## config.mk

```make
export PLATFORM = sky130hd
export DESIGN_NAME = ram4k_arbiter
export DESIGN_NICKNAME = d
export VERILOG_FILES = /design/src/rtl/ram4k_arbiter.sv
export SDC_FILE = /design/constraint.sdc
export NUM_CORES = 1
export LEC_CHECK = 0
export ABC_AREA = 1
export BUFFER_PORTS_ARGS = -buffer_cell sky130_fd_sc_hd__buf_2
export CAP_MARGIN = 10
export CORE_MARGIN = 2
export CORE_UTILIZATION = 46
export CTS_CLUSTER_DIAMETER = 150
export DETAILED_ROUTE_END_ITERATION = 6
export GPL_TIMING_DRIVEN = 0
export PLACE_DENSITY_LB_ADDON = 0.12
export SETUP_SLACK_MARGIN = 0.15
export SYNTH_ARGS = -nofsm -noshare
export SYNTH_HDL_FRONTEND = slang
export SYNTH_SLANG_ARGS = --single-unit
```

## constraint.sdc

```tcl
create_clock -name clk -period 2.5 [get_ports clk]
set_input_delay 0.25 -clock clk [delete_from_list [all_inputs] [get_ports clk]]
set_output_delay 0.25 -clock clk [all_outputs]
set_load 0.03 [all_outputs]
```

## src/rtl/ram4k_arbiter.sv

```systemverilog
// ---------------------------------------------------------------------------
// ram4k_arbiter
//
// Shares one single-port RAM between two requesters (A and B) using a
// round-robin arbiter and a three-state access sequence:
//   IDLE   -> pick a winner and register its load/address/value
//   ACCESS -> drive the RAM; a read captures ram_out into the winner's *_out
//   DONE   -> one-cycle ack to the winner, then back to IDLE
//
// Optional feature (macro RAM4K_ARB_CLEAR_EN):
//   After reset a CLEAR state writes zero to every RAM word, one per cycle,
//   with busy high. Requests wait until CLEAR has finished. Without the
//   macro there is no CLEAR state and busy is tied low.
//
// Ports:
//   clk, reset                  clock, asynchronous active-high reset
//   a_req/a_load/a_address/a_value   requester A request (level, held to ack)
//   a_ack, a_out                requester A completion pulse and read data
//   b_*                         same set for requester B
//   ram_value, ram_load, ram_address  drive the RAM
//   ram_out                     combinational RAM read data of ram_address
//   busy                        high while the clear sequence runs
// ---------------------------------------------------------------------------
module ram4k_arbiter #(
  parameter int DATA_W = 16,
  parameter int ADDR_W = 12
) (
  input  logic              clk,
  input  logic              reset,
  input  logic              a_req,
  input  logic              a_load,
  input  logic [ADDR_W-1:0] a_address,
  input  logic [DATA_W-1:0] a_value,
  output logic              a_ack,
  output logic [DATA_W-1:0] a_out,
  input  logic              b_req,
  input  logic              b_load,
  input  logic [ADDR_W-1:0] b_address,
  input  logic [DATA_W-1:0] b_value,
  output logic              b_ack,
  output logic [DATA_W-1:0] b_out,
  output logic [DATA_W-1:0] ram_value,
  output logic              ram_load,
  output logic [ADDR_W-1:0] ram_address,
  input  logic [DATA_W-1:0] ram_out,
  output logic              busy
);

`ifdef RAM4K_ARB_CLEAR_EN
  typedef enum logic [1:0] {
    IDLE   = 2'd0,
    ACCESS = 2'd1,
    DONE   = 2'd2,
    CLEAR  = 2'd3
  } state_t;
  localparam state_t RESET_STATE = CLEAR;
`else
  typedef enum logic [1:0] {
    IDLE   = 2'd0,
    ACCESS = 2'd1,
    DONE   = 2'd2
  } state_t;
  localparam state_t RESET_STATE = IDLE;
`endif

  state_t state;
  state_t next_state;

  // ptr_b: 1 when B holds priority on a tie. winner_b: who owns the access.
  logic ptr_b;
  logic winner_b;
  logic reg_load;
  logic any_req;
  logic grant_b;

  // B wins when it is the only requester, or on a tie when it holds priority.
  assign any_req = a_req | b_req;
  assign grant_b = b_req & (~a_req | ptr_b);

  // State register. Reset lands in CLEAR when the clear feature is built in,
  // so the sweep starts on the first edge after reset is released.
  always_ff @(posedge clk or posedge reset) begin
    if (reset) begin
      state <= RESET_STATE;
    end else begin
      state <= next_state;
    end
  end

  // Next-state and per-state outputs. Acks and ram_load are decoded from the
  // state so an asynchronous reset drops them immediately.
  always_comb begin
    next_state = state;
    ram_load   = 1'b0;
    a_ack      = 1'b0;
    b_ack      = 1'b0;
    busy       = 1'b0;
    case (state)
      IDLE: begin
        if (any_req) begin
          next_state = ACCESS;
        end
      end
      ACCESS: begin
        ram_load   = reg_load;
        next_state = DONE;
      end
      DONE: begin
        a_ack      = ~winner_b;
        b_ack      = winner_b;
        next_state = IDLE;
      end
`ifdef RAM4K_ARB_CLEAR_EN
      CLEAR: begin
        // The reset state is CLEAR, so gate the write strobe with reset to
        // keep the RAM untouched while reset is still asserted.
        ram_load = ~reset;
        busy     = 1'b1;
        if (ram_address == {ADDR_W{1'b1}}) begin
          next_state = IDLE;
        end
      end
`endif
      default: begin
        next_state = IDLE;
      end
    endcase
  end

  // Datapath: the request is latched at grant time so requesters may change
  // their inputs freely once the access is underway. Read data is captured
  // at the ACCESS edge into the winner's output only. During CLEAR the RAM
  // address register doubles as the sweep counter.
  always_ff @(posedge clk or posedge reset) begin
    if (reset) begin
      ptr_b       <= 1'b0;
      winner_b    <= 1'b0;
      reg_load    <= 1'b0;
      ram_address <= '0;
      ram_value   <= '0;
      a_out       <= '0;
      b_out       <= '0;
    end else begin
      case (state)
        IDLE: begin
          if (any_req) begin
            winner_b    <= grant_b;
            ptr_b       <= ~grant_b;
            reg_load    <= grant_b ? b_load    : a_load;
            ram_address <= grant_b ? b_address : a_address;
            ram_value   <= grant_b ? b_value   : a_value;
          end
        end
        ACCESS: begin
          if (!reg_load) begin
            if (winner_b) begin
              b_out <= ram_out;
            end else begin
              a_out <= ram_out;
            end
          end
        end
`ifdef RAM4K_ARB_CLEAR_EN
        CLEAR: begin
          ram_address <= ram_address + ADDR_W'(1);
        end
`endif
        default: begin
        end
      endcase
    end
  end

endmodule

```

==> impl_summary.txt, run 1 <==
----------------------------------------------------
[Outcome]
  Outcome ... completed

[Yosys]
  Count of mapped cells out of synthesis ... 310
  Post-Synthesis Cell Area ... between 0.002 and 0.003 mm2
  Mean instance size in the synthesized netlist ... 9.55 um2
  Register bit total from synthesis ... 65
  Biggest area contributors in the synthesized netlist ... sky130_fd_sc_hd__dfrtp_1 55%, sky130_fd_sc_hd__nand3_1 9.8%, sky130_fd_sc_hd__o21ai_2 8.6%
  Cell taking the most area after synthesis ... sky130_fd_sc_hd__dfrtp_1
  Number of different library cells in the post-synthesis netlist ... 18
  Nets in the synthesized netlist ... ~390
  Share of Yosys cell area claimed by the top area cell type ... a little over half
  Proportion of synthesized chip area in sequential cells ... between 50% and 60%
  Synth warn ... 0

[Hold path]
  Hold crit path type ... in2async

[Place]
  Detailed placement HPWL ... 5.51 mm
  Count of placed standard cells including taps ... 528
  Placement Setup Slack ... 1.16 ns
  Buffers on Ports ... 140
  Final Wtd Congestion ... 0.783

[Timing]
  Final setup slack of the worst path ... between 1 and 1.5 ns
  Final critical delay including setup and external delays ... about 1.5 ns
  Maximum clock frequency ... roughly 0.67 GHz
  Fin. Hold Viols ... 0
  Worst Max-Slew Pin Slew ... 0.660 ns
  Share of the cycle needed by the critical path after routing ... 59.4%
  Setup Viol. Count Final ... 0
  Total negative slack ... 0 ns
  Clock Skews ... roughly 0.0065 ns
  Max transition margin ... between 50% and 60%
  Unrepaired setup endpoints after global routing ... false
  Final count of pins violating max slew ... 0

[Floorplan]
  Overall die area ... 0.00709 mm2
  Row cnt ... 29
  Num ports ... between 100 and 150
  Starting density of the core ... a little under half
  Core area ... between 0.006 and 0.007 mm2
  Height of the die ... approximately 84 um
  Floorplan die width ... ~84 um

[Layout]
  Fraction of layout cells with a size suffix above 1 ... 45.6%
  Layout Cells excl Fill ... between 500 and 600
  Fill cells ... 569
  ANT cells ... 0
  Nets ... 540
  Area growth from synthesis to layout ... 34.0%

[Job]
  Maxcap violations ... 0

[Clock tree]
  Cts-stage hold buffer count ... 0
  Clock Pin Slew Worst Setup and Hold Paths ... approximately 0.070 ns
  Inserted Clock Buffers ... 9
  Skew-Pair Late Insertion Delay ... roughly 0.33 ns
  Sinks on the clock net ... between 60 and 70
  Root buffer cell ... sky130_fd_sc_hd__clkbuf_8
  Post-CTS Repair Setup Buffers ... 0
  Maximum level of the CTS H-tree ... 3
  Clock Tree Buf Depth ... 2
  Count of instances resized after the clock tree is built ... 0
  Clock tree from TritonCTS ... built

[GRT]
  All-layer global routing usage ... 22.3%
  Via count of the first global-routing pass ... 2750
  Global-route wire length before repair ... around 13 mm
  Initial antenna violation count ... 0
  Largest net degree at the start of global routing ... 37
  Aggregate global routing overflow ... 0

[Critical path]
  Maximum net fanout on the critical path ... 4
  Arrival time worst endpoint ... between 1 and 1.5 ns
  Nature of the critical path startpoint ... flop
  Critical setup path kind ... reg2out
  Data required time at the worst endpoint ... around 2.3 ns
  Critical path endpoint category ... output pin

[Pwr]
  Max VDD drop ... ~700 uV
  PD cells ... 1460 mW/mm2
  Sequential Power Share ... roughly a third
  P_sw ... ~2.8 mW
  Power share of the combinational group ... 53.2%
  Static Leak ... approximately 2.1 nW
  P_int ... roughly 3.0 mW
  Net switching share of the total power ... between 40 and 50%
  Clock network fraction of design power ... roughly 15%

[Drt]
  Via Count ... between 2000 and 3000
  Total iterations of the first detailed-routing run ... 4
  DRT iter0 DRCs ... between 60 and 70
  Via-to-Cell Ratio ... just over 5
  Final WL ... between 7 and 8 mm
  Detailed-route wire length per cell ... 14.0 um
  Remaining routing DRC violations ... 0
  Antenna viol nets, final ... 0

----------------------------------------------------
per-stage QoR:
step / util, % / hold WS, ns / cell area [um2] / total power, mW
2_1_floorplan: - / 0.398 / 2960 / 4.08
3_3_place_gp: 59.9 / 0.459 / 3760 / 4.92
3_5_place_dp: 60.2 / 0.383 / 3780 / 4.97
4_1_cts: 63.2 / 0.0182 / 3970 / 5.84
5_1_grt: 63.2 / 0.0500 / 3970 / 6.19
6_report: 63.2 / 0.0131 / 3970 / 5.80
area by class of cell:
cell class	count	area, um2	area share [%]
timing repair buffer	141	721	18.2
inverter	22	82.6	2.08
sequential	65	1630	41.0
tap	77	96.3	2.43
multi-input combinational	198	1080	27.4
clock inverter	3	40.0	1.01
clock buffer	13	149	3.75
buffer	25	166	4.20
cell usage in the layout (no fill, tap or decap):
| cell | Yosys | routed |
|---|---|---|
| sky130_fd_sc_hd__nand3_4 | 2 | 2 |
| sky130_fd_sc_hd__clkbuf_1 | 3 | 6 |
| sky130_fd_sc_hd__nor2_1 | 1 | 1 |
| sky130_fd_sc_hd__bufinv_16 | 0 | 1 |
| sky130_fd_sc_hd__dfrtp_1 | 65 | 65 |
| sky130_fd_sc_hd__o21ai_1 | 6 | 6 |
| sky130_fd_sc_hd__inv_2 | 2 | 3 |
| sky130_fd_sc_hd__nand3_1 | 58 | 58 |
| sky130_fd_sc_hd__nand4_1 | 29 | 29 |
| sky130_fd_sc_hd__o21ai_2 | 29 | 29 |
| sky130_fd_sc_hd__clkbuf_8 | 0 | 10 |
| sky130_fd_sc_hd__clkinv_2 | 0 | 2 |
| sky130_fd_sc_hd__inv_1 | 20 | 19 |
| sky130_fd_sc_hd__nor3_1 | 3 | 3 |
| sky130_fd_sc_hd__buf_4 | 3 | 3 |
| sky130_fd_sc_hd__buf_6 | 6 | 6 |
| sky130_fd_sc_hd__nor2_4 | 1 | 1 |
| sky130_fd_sc_hd__buf_12 | 0 | 1 |
| sky130_fd_sc_hd__buf_2 | 13 | 153 |
| sky130_fd_sc_hd__conb_1 | 1 | 1 |
| sky130_fd_sc_hd__nor2_2 | 2 | 2 |
| sky130_fd_sc_hd__nand2_1 | 66 | 66 |
Yosys cell counts:
cell type and number:
sky130_fd_sc_hd__clkbuf_1 3, sky130_fd_sc_hd__nand2_1 66, sky130_fd_sc_hd__inv_2 2, sky130_fd_sc_hd__nand3_4 2, sky130_fd_sc_hd__nor3_1 3, sky130_fd_sc_hd__nor2_2 2, sky130_fd_sc_hd__dfrtp_1 65, sky130_fd_sc_hd__inv_1 20
sky130_fd_sc_hd__o21ai_1 6, sky130_fd_sc_hd__buf_2 13, sky130_fd_sc_hd__nor2_4 1, sky130_fd_sc_hd__nand4_1 29, sky130_fd_sc_hd__nor2_1 1, sky130_fd_sc_hd__buf_4 3, sky130_fd_sc_hd__nand3_1 58, sky130_fd_sc_hd__o21ai_2 29
sky130_fd_sc_hd__conb_1 1, sky130_fd_sc_hd__buf_6 6
kinds of logic (layout without fill, tap and decap cells):
logic type,after synthesis,in the layout,share of synthesized area [%]
AOI/OAI and AO/OA,35,35,9.59
DFF,65,65,54.9
other,1,1,0.127
buffers and inverters,47,204,8.41
and+or+nand+nor,162,162,26.9
flip-flops by register name (all words and copies together), names as in the netlist:
name and flops:
ptr_b 1, a_out 16, b_out 16, reg_load 1, ram_value 16, ram_address 12
state 2, winner_b 1
power by group through the flow:
stage	Clock (mW)	Sequential [mW]	Combinational (mW)
global route	0.924	1.93	3.33
detailed placement	0	1.86	3.11
floorplan	0	2.83	1.25
finish	0.852	1.86	3.09
global placement	0	1.86	3.05
CTS	0.874	1.86	3.11
per-layer routing:
metal  global-route usage, %  part of all wire (%)
met5                       0                     0
met4                    10.4                   2.0
met3                    5.31                   7.1
met2                    37.3                    48
met1                    27.3                    43
worst max-delay path: stages (launching register included):
cell and delay (ns):
sky130_fd_sc_hd__dfrtp_1 0.46, sky130_fd_sc_hd__inv_2 0.07, sky130_fd_sc_hd__nor3_1 0.15, sky130_fd_sc_hd__buf_2 0.23
path summary, 6_finish.rpt:
path | from | to | slack (ns) | depth (start not counted)
min in group clk | a_address[11] | ram_address[11] | 0.15 | 3
setup / recovery | state[1] | b_ack | 1.02 | 3
max in group asynchronous | reset | a_out[8] | 1.87 | 3
setup reg to reg | ptr_b | ram_address[5] | 1.17 | 6
hold / removal | reset | ram_value[5] | 0.01 | 2
hold reg to reg | a_out[15] | a_out[15] | 0.47 | 2
No activity file was read; power rests on OpenSTA's default activity.
==> run 2: changes to the inputs <==
--- a/config.mk
+++ b/config.mk
@@ -5,11 +5,11 @@
 export SDC_FILE = /design/constraint.sdc
 export NUM_CORES = 1
 export LEC_CHECK = 0
-export ABC_AREA = 1
+export ABC_AREA = 0
 export BUFFER_PORTS_ARGS = -buffer_cell sky130_fd_sc_hd__buf_2
 export CAP_MARGIN = 10
 export CORE_MARGIN = 2
-export CORE_UTILIZATION = 46
+export CORE_UTILIZATION = 41
 export CTS_CLUSTER_DIAMETER = 150
 export DETAILED_ROUTE_END_ITERATION = 6
 export GPL_TIMING_DRIVEN = 0
==> constraint.sdc (replaced) <==
create_clock -name clk -period 1.25 [get_ports clk]
set_input_delay 0.125 -clock clk [delete_from_list [all_inputs] [get_ports clk]]
set_output_delay 0.125 -clock clk [all_outputs]
set_load 0.03 [all_outputs]
==> run 2 against run 1 <==
  * Via count shrank 13%
  * Sequential cell count is the same
  * Die area rose by 6.4%
  * Wire length down 8.7%
  * Register-to-register slack worse by 1.5 ns
  * The run now ends with negative hold slack, negative setup slack left
  * Synthesized area fell by 4.9%
  * Sequential share of layout area decreased by 2.6 points
  * Largest cell class unchanged
  * First-iteration DRC count down 12%
  * Utilization is 0.15 points lower
  * Power increased by 110%
==> impl_summary.txt, run 2 <==
----------------------------------------------------
[Outcome]
  Outcome ... complete, but fails checks
  Violated checks ... negative hold slack, negative setup slack

[Layout]
  Nets ... 493 (-8.7%)
  Highest-count cells in the layout ignoring fill and taps ... 139 x sky130_fd_sc_hd__buf_2, 65 x sky130_fd_sc_hd__dfrtp_1, 58 x sky130_fd_sc_hd__inv_1
  Fraction of layout cells with a size suffix above 1 ... 53.2% (+7.6 points)
  Leading cell type in the layout, fill and taps excluded ... sky130_fd_sc_hd__buf_2
  Fill cells ... 562 (-1.2%)
  ANT cells ... 0 (unchanged)
  Largest regs ... a_out: 16 flops, b_out: 16 flops, ram_value: 16 flops
  Final Core Density ... 63.0% (-0.15 points)
  Area growth from synthesis to layout ... 50.4%

[Hold path]
  Hold crit path type ... in2async

[Yosys]
  Flip-flop cell with the highest count after synthesis ... sky130_fd_sc_hd__dfrtp_1
  Mean instance size in the synthesized netlist ... 11.3 um2 (+18%)
  Number of different library cells in the post-synthesis netlist ... 19 (+1)
  Cell taking the most area after synthesis ... sky130_fd_sc_hd__dfrtp_1
  Nets in the synthesized netlist ... 327 (-16%)
  Number of enable-type register cells in the synthesized netlist ... 0 (unchanged)
  Register bit total from synthesis ... 65 (unchanged)
  Proportion of synthesized chip area in sequential cells ... 57.8% (+2.8 points)
  Synth warn ... 0 (unchanged)
  Count of mapped cells out of synthesis ... 249 (-20%)
  Share of Yosys cell area claimed by the top area cell type ... 57.8% (+2.8 points)
  Most frequent cells after synthesis ... 65 x sky130_fd_sc_hd__dfrtp_1, 59 x sky130_fd_sc_hd__inv_1, 32 x sky130_fd_sc_hd__mux2_2
  Share of synthesized registers carrying an async set or reset ... 100% (unchanged)
  Post-Synthesis Cell Area ... 0.00282 mm2 (-4.9%)
  Dominant cell by count in the synthesized netlist ... sky130_fd_sc_hd__dfrtp_1
  Biggest area contributors in the synthesized netlist ... sky130_fd_sc_hd__dfrtp_1 58%, sky130_fd_sc_hd__mux2_2 13%, sky130_fd_sc_hd__o221ai_1 9.0%

[Timing]
  Max transition margin ... 49.8% (-6.1 points)
  Worst hold margin ... -0.0826 ns (-0.0958 ns)
  Final count of pins violating max slew ... 0 (unchanged)
  Setup Viol. Count Final ... 66 (+66)
  Share of the cycle needed by the critical path after routing ... 123%
  Worst Max-Slew Pin Slew ... 0.752 ns (+0.0911 ns)
  Final setup slack of the worst path ... -0.290 ns (-1.31 ns)
  Maximum clock frequency ... 0.649 GHz
  Fin. Hold Viols ... 33 (+33)
  Unrepaired setup endpoints after global routing ... true
  Clock Skews ... 0.00921 ns (+0.00272 ns)
  Final critical delay including setup and external delays ... roughly 1.5 ns

[Critical path]
  Maximum net fanout on the critical path ... 5 (+1)
  Delay of the slowest cell on the worst path ... 0.42 ns (-0.04 ns)
  Data required time at the worst endpoint ... 1.46 ns (-0.79 ns)
  Nature of the critical path startpoint ... flop
  Arrival time worst endpoint ... 1.75 ns (+0.52 ns)
  Critical setup path kind ... reg2reg
  CP max-delay cell ... sky130_fd_sc_hd__dfrtp_1
  Cell chain of the critical path ... nor2b_4, buf_6, and3b_2, buf_8, clkbuf_16, mux2_4
  Worst path buffer plus inverter count ... 3 (+1)
  Kind of cell adding the most delay to the critical path ... flip-flops
  Critical path endpoint category ... flop

[Drt]
  Via-to-Cell Ratio ... 4.85 (-4.9%)
  Via Count ... 2422 (-13%)
  Detailed-route wire length per cell ... 13.9 um (-0.47%)
  Antenna viol nets, final ... 0 (unchanged)
  Total iterations of the first detailed-routing run ... 4 (unchanged)
  DRT iter0 DRCs ... 59 (-12%)
  Final WL ... 6.94 mm (-8.7%)
  Remaining routing DRC violations ... 0 (unchanged)

[Floorplan]
  Floorplan die width ... 86.9 um (+3.2%)
  Row cnt ... 30 (+3.4%)
  Overall die area ... 0.00755 mm2 (+6.4%)
  Starting density of the core ... 41.9% (-5.2 points)
  Core area ... 0.00672 mm2 (+7.0%)
  Height of the die ... 86.9 um (+3.2%)
  Num ports ... 142 (unchanged)

[Clock tree]
  Maximum level of the CTS H-tree ... 3 (unchanged)
  Inserted Clock Buffers ... 9 (unchanged)
  Clock Tree Buf Depth ... 2 (unchanged)
  Root buffer cell ... sky130_fd_sc_hd__clkbuf_8
  Clock Pin Slew Worst Setup and Hold Paths ... 0.07 ns (about the same)
  Sinks on the clock net ... 65 (unchanged)
  Clock tree from TritonCTS ... built
  Skew-Pair Late Insertion Delay ... 0.33 ns (about the same)

[GRT]
  Largest net degree at the start of global routing ... 35 (-5.4%)
  All-layer global routing usage ... 18.5% (-3.8 points)
  Aggregate global routing overflow ... 0 (unchanged)
  Global-route wire length before repair ... 10.8 mm (-15%)
  Via count of the first global-routing pass ... 2342 (-15%)
  Initial antenna violation count ... 0 (unchanged)

[Place]
  Buffers on Ports ... 140 (unchanged)
  Detailed placement HPWL ... 4.77 mm (-13%)
  Final Wtd Congestion ... 0.736 (-6.0%)

[Pwr]
  Static Leak ... 2.32 nW (+8.5%)
  Max VDD drop ... 1160 uV (+69%)
  PD cells ... 2880 mW/mm2 (+97%)

[Job]
  Maxcap violations ... 0 (unchanged)

----------------------------------------------------
## run 2: cell count changes in the layout (fill, tap and decap cells not counted), moves of 4 or more
cell / before / now
sky130_fd_sc_hd__o221ai_1: 0 / 28
sky130_fd_sc_hd__buf_4: 3 / 11
sky130_fd_sc_hd__buf_2: 153 / 139
sky130_fd_sc_hd__mux2_4: 0 / 32
sky130_fd_sc_hd__inv_1: 19 / 58
sky130_fd_sc_hd__o21ai_0: 0 / 18
sky130_fd_sc_hd__o21ai_1: 6 / 13
sky130_fd_sc_hd__o21ai_2: 29 / 0
sky130_fd_sc_hd__clkbuf_8: 10 / 14
sky130_fd_sc_hd__nand2_1: 66 / 3
sky130_fd_sc_hd__nand4_1: 29 / 0
sky130_fd_sc_hd__nand3_1: 58 / 1
## run 2: cell type report
class / instances / area, um2 / area share, %
sequential: 65 / 1630 / 38.4
inverter: 59 / 225 / 5.32
buffer: 16 / 144 / 3.40
timing repair buffer: 155 / 892 / 21.1
tap: 80 / 100 / 2.36
multi-input combinational: 109 / 1020 / 24.0
clock inverter: 2 / 60.1 / 1.42
clock buffer: 13 / 169 / 3.99
## run 2: where the power goes
part / switching [mW] / internal, mW / total, mW
logic: 3.65 / 2.75 / 6.39
clock network: 0.759 / 1.28 / 2.04
registers: 0.588 / 3.16 / 3.75
## run 2: worst reg2reg max path: stages (launching register included)
cell and delay, ns:
sky130_fd_sc_hd__dfrtp_1 0.42, sky130_fd_sc_hd__nor2b_4 0.15, sky130_fd_sc_hd__buf_6 0.10, sky130_fd_sc_hd__and3b_2 0.18, sky130_fd_sc_hd__buf_8 0.13, sky130_fd_sc_hd__clkbuf_16 0.15
sky130_fd_sc_hd__mux2_4 0.29
## run 2: through the flow
stage	worst slack (ns)	setup TNS, ns	power (mW)	instance area (um2)	std cells
6_report	-0.290	-11.80	12.2	4240	499
3_5_place_dp	-0.434	-13.68	9.43	3730	470
3_3_place_gp	-0.416	-18.24	9.35	3710	469
4_1_cts	-0.255	-11.84	11.7	4060	492
2_1_floorplan	-0.240	-5.75	7.81	2910	249
5_1_grt	-0.333	-16.03	12.9	4240	499
## run 2: kinds of logic (layout without fill, tap and decap cells)
kind of cell	after synthesis	after routing	synth area share, %
multiplexers	32	32	12.8
other	1	1	0.133
AO/OA/AOI/OAI	60	60	14.5
buffers and inverters	75	245	10.8
AND/OR/NAND/NOR	16	16	4.00
flip-flops	65	65	57.8
## run 2: layer usage
metal / wire length (um) / global-route usage, % / up-vias
met4: 74 / 7.24 / 0
met5: 0 / 0 / -
met1: 3090 / 24.3 / 1155
met3: 497 / 5.12 / 7
li1: - / - / 1173
met2: 3290 / 29.1 / 87
## run 2: timing repair
action | 4_1_cts | 5_1_grt
setup endpoints to repair | 67 | 67
cloned | 0 | 2
resized for setup | 15 | 58
setup buffers | 7 | 5
endpoints found under the hold margin | 33 | 33
## run 2: worst paths after layout
check,cells past startpoint,startpoint,slack (ns),endpoint
worst max-delay path,6,state[1],-0.29,b_out[0]
min in group clk,2,ram_out[14],0.04,b_out[14]
worst max register to register,6,state[1],-0.29,b_out[0]
max in group asynchronous,3,reset,0.73,state[0]
worst min register to register,2,ram_value[7],0.50,ram_value[7]
worst min-delay path,2,reset,-0.08,a_out[3]
==> run 3: changes to the inputs <==
--- a/config.mk
+++ b/config.mk
@@ -8,13 +8,11 @@
 export ABC_AREA = 0
 export BUFFER_PORTS_ARGS = -buffer_cell sky130_fd_sc_hd__buf_2
 export CAP_MARGIN = 10
-export CORE_MARGIN = 2
 export CORE_UTILIZATION = 41
 export CTS_CLUSTER_DIAMETER = 150
 export DETAILED_ROUTE_END_ITERATION = 6
 export GPL_TIMING_DRIVEN = 0
 export PLACE_DENSITY_LB_ADDON = 0.12
-export SETUP_SLACK_MARGIN = 0.15
 export SYNTH_ARGS = -nofsm -noshare
 export SYNTH_HDL_FRONTEND = slang
 export SYNTH_SLANG_ARGS = --single-unit
==> run 3 against run 2 <==
  * The run ends with design-rule violations, negative setup slack left
  * Via count up 2.7%
  * Cell count is 0.60% lower
  * Utilization increased by 4.0 points
  * Clock power barely moved
  * Hold slack improved by 0.12 ns
  * Global-route usage increased by 2.3 points
  * Design area increased by 2.7%
  * Setup slack gained 0.080 ns
  * Sequential share of layout area decreased by 1.0 points
  * Critical endpoint is now a_out[4]
==> impl_summary.txt, run 3 (synthesis results as in run 2) <==
----------------------------------------------------
[Floorplan]
  Overall die area ... 0.00720 mm2 (-4.6%)
  Num ports ... 142 (unchanged)
  Row cnt ... 29 (-3.3%)
  Height of the die ... 84.9 um (-2.3%)
  Core area ... 0.00649 mm2 (-3.3%)
  Starting density of the core ... 43.4% (+1.4 points)
  Floorplan die width ... 84.9 um (-2.3%)

[Critical path]
  Maximum net fanout on the critical path ... 10 (+5)
  Delay of the slowest cell on the worst path ... 0.42 ns (about the same)
  Depth of the worst register-to-register path ... 4 (-2)
  Nature of the critical path startpoint ... flop
  FF-to-FF End ... a_out[4]
  CP max-delay cell ... sky130_fd_sc_hd__dfrtp_1
  Data required time at the worst endpoint ... 1.46 ns (about the same)
  Cell chain of the critical path ... nor2b_4, nor3b_4, buf_6, mux2_2
  Arrival time worst endpoint ... 1.67 ns (-0.08 ns)
  Critical path endpoint category ... flop
  Crit Reg-Reg Startpoint ... state[1]
  Critical setup path kind ... reg2reg
  R2R setup slack ... -0.21 ns (+0.08 ns)

[Pwr]
  Static Leak ... 2.30 nW (-0.93%)
  PD cells ... 2900 mW/mm2 (+0.74%)
  Max VDD drop ... 1420 uV (+23%)

[GRT]
  Initial antenna violation count ... 0 (unchanged)
  All-layer global routing usage ... 20.9% (+2.3 points)
  Via count of the first global-routing pass ... 2429 (+3.7%)
  Aggregate global routing overflow ... 0 (unchanged)
  Largest net degree at the start of global routing ... 41 (+17%)
  Global-route wire length before repair ... 11.8 mm (+8.9%)

[Hold path]
  Hold path start ... ram_out[12]
  Worst Hold Depth ... 2
  Hold crit path type ... in2reg
  Hold worst-path end ... b_out[12]

[Outcome]
  Outcome ... complete, but fails checks
  Violated checks ... design-rule violations, negative setup slack

[Timing]
  Maximum clock frequency ... 0.685 GHz (+5.4%)
  Clock Skews ... 0.00704 ns (-0.00217 ns)
  Unrepaired setup endpoints after global routing ... true
  Setup Viol. Count Final ... 66 (unchanged)
  Share of the cycle needed by the critical path after routing ... 117% (-6.4 points)
  Fin. Hold Viols ... 0 (-100%)
  Final setup slack of the worst path ... -0.210 ns (+0.0795 ns)
  Worst Max-Slew Pin Slew ... 0.919 ns (+0.168 ns)
  Total negative slack ... -11.09 ns (+0.712 ns)
  Final critical delay including setup and external delays ... 1.46 ns (-0.0795 ns)
  Final count of pins violating max slew ... 0 (unchanged)
  Max transition margin ... 38.4% (-11 points)

[Clock tree]
  Clock Pin Slew Worst Setup and Hold Paths ... 0.07 ns (about the same)
  Maximum level of the CTS H-tree ... 3 (unchanged)
  Inserted Clock Buffers ... 9 (unchanged)
  Clock tree from TritonCTS ... built
  Root buffer cell ... sky130_fd_sc_hd__clkbuf_8
  Sinks on the clock net ... 65 (unchanged)
  Skew-Pair Late Insertion Delay ... 0.33 ns (about the same)
  Clock Tree Buf Depth ... 2 (unchanged)

[Place]
  Buffers on Ports ... 140 (unchanged)
  Final Wtd Congestion ... 0.703 (-4.5%)
  Detailed placement HPWL ... 4.79 mm (+0.42%)

[Layout]
  Largest regs ... a_out: 16 flops, b_out: 16 flops, ram_value: 16 flops
  Fraction of layout cells with a size suffix above 1 ... 61.1% (+7.9 points)
  Area growth from synthesis to layout ... 54.5%
  Final Core Density ... 67.0% (+4.0 points)
  ANT cells ... 0 (unchanged)
  Leading cell type in the layout, fill and taps excluded ... sky130_fd_sc_hd__buf_2
  Nets ... 492 (-0.20%)
  Highest-count cells in the layout ignoring fill and taps ... 140 x sky130_fd_sc_hd__buf_2, 65 x sky130_fd_sc_hd__dfrtp_1, 58 x sky130_fd_sc_hd__inv_1

[Drt]
  Via-to-Cell Ratio ... 5.01 (+3.3%)
  Final WL ... 7.33 mm (+5.5%)
  Total iterations of the first detailed-routing run ... 6 (+2)
  Via Count ... 2487 (+2.7%)
  Antenna viol nets, final ... 0 (unchanged)
  Remaining routing DRC violations ... 10 (+10)
  DRT iter0 DRCs ... 78 (+32%)
  Detailed-route wire length per cell ... 14.8 um (+6.1%)

[Job]
  Maxcap violations ... 0 (unchanged)

----------------------------------------------------
-- run 3: changes by cell type in the layout (fill, tap and decap cells not counted), sizes merged --
cell         previous run  this run
buf                   164       162
clkbuf                 20        17
clkinv                  0         2
clkinvlp                1         3
dlygate4sd3             0         1
-- run 3: worst max-delay path by stage --
stage,start,endpoint,slack (ns),depth (start not counted)
floorplan,state[1],a_out[0],-0.24,4
global placement,state[1],a_out[6],-0.41,4
detailed placement,state[1],a_out[4],-0.43,4
CTS,state[1],a_out[4],-0.21,4
global route,state[1],a_out[8],-0.27,4
finish,state[1],a_out[4],-0.21,4
-- run 3: where the power goes --
group          internal [mW]  switching (mW)  total (mW)  leakage, nW
clock                   1.23           0.799        2.02        0.115
sequential              3.16           0.646        3.81        0.789
combinational           2.87            3.91        6.77         1.40
total                   7.26            5.35        12.6         2.30
-- run 3: worst max-delay path: cells and delay by family, from the launching register on --
family	cells	cell delay, ns
flops	1	0.42
simple gates	2	0.39
mux	1	0.34
buf+inv	1	0.19
-- run 3: final cells by class --
type                            count  area [um2]
Inverter                           59         225
Clock buffer                       11         151
Tap cell                           77        96.3
Timing Repair inverter              1        5.00
Multi-Input combinational cell    109        1120
Fill cell                         545        2140
Timing Repair Buffer              153         886
Clock inverter                      5        77.6
Sequential cell                    65        1630
Buffer                             16         160
-- run 3: timing repair --
item / CTS / global route
resized for setup: 75 / 31
pin swaps: 4 / 5
cloned: 4 / 1
hold buffers: 1 / 0
endpoints found under the hold margin: 39 / 0
buffers inserted: 6 / 1
endpoints found under the setup margin: 66 / 92
-- run 3: metrics by stage --
step	std cells	setup WS (ns)	hold slack (ns)	instance area, um2	power (mW)
after CTS	494	-0.208	0.0198	4220	12.3
after detailed placement	467	-0.425	0.343	3730	9.44
final	496	-0.210	0.0328	4350	12.6
after floorplan	249	-0.240	0.263	2910	7.81
after global placement	466	-0.414	0.369	3710	9.34
after global routing	496	-0.272	0.0234	4350	13.3
-- run 3: per-layer routing --
| layer | wire (um) | part of all wire [%] | up-vias | global-route usage (%) |
|---|---|---|---|---|
| met5 | 0 | 0 | - | 0 |
| met4 | 99 | 1.4 | 0 | 7.86 |
| met3 | 516 | 7.0 | 9 | 5.25 |
| met2 | 3720 | 51 | 98 | 34.4 |
| met1 | 2990 | 41 | 1199 | 26.7 |
| li1 | - | - | 1181 | - |
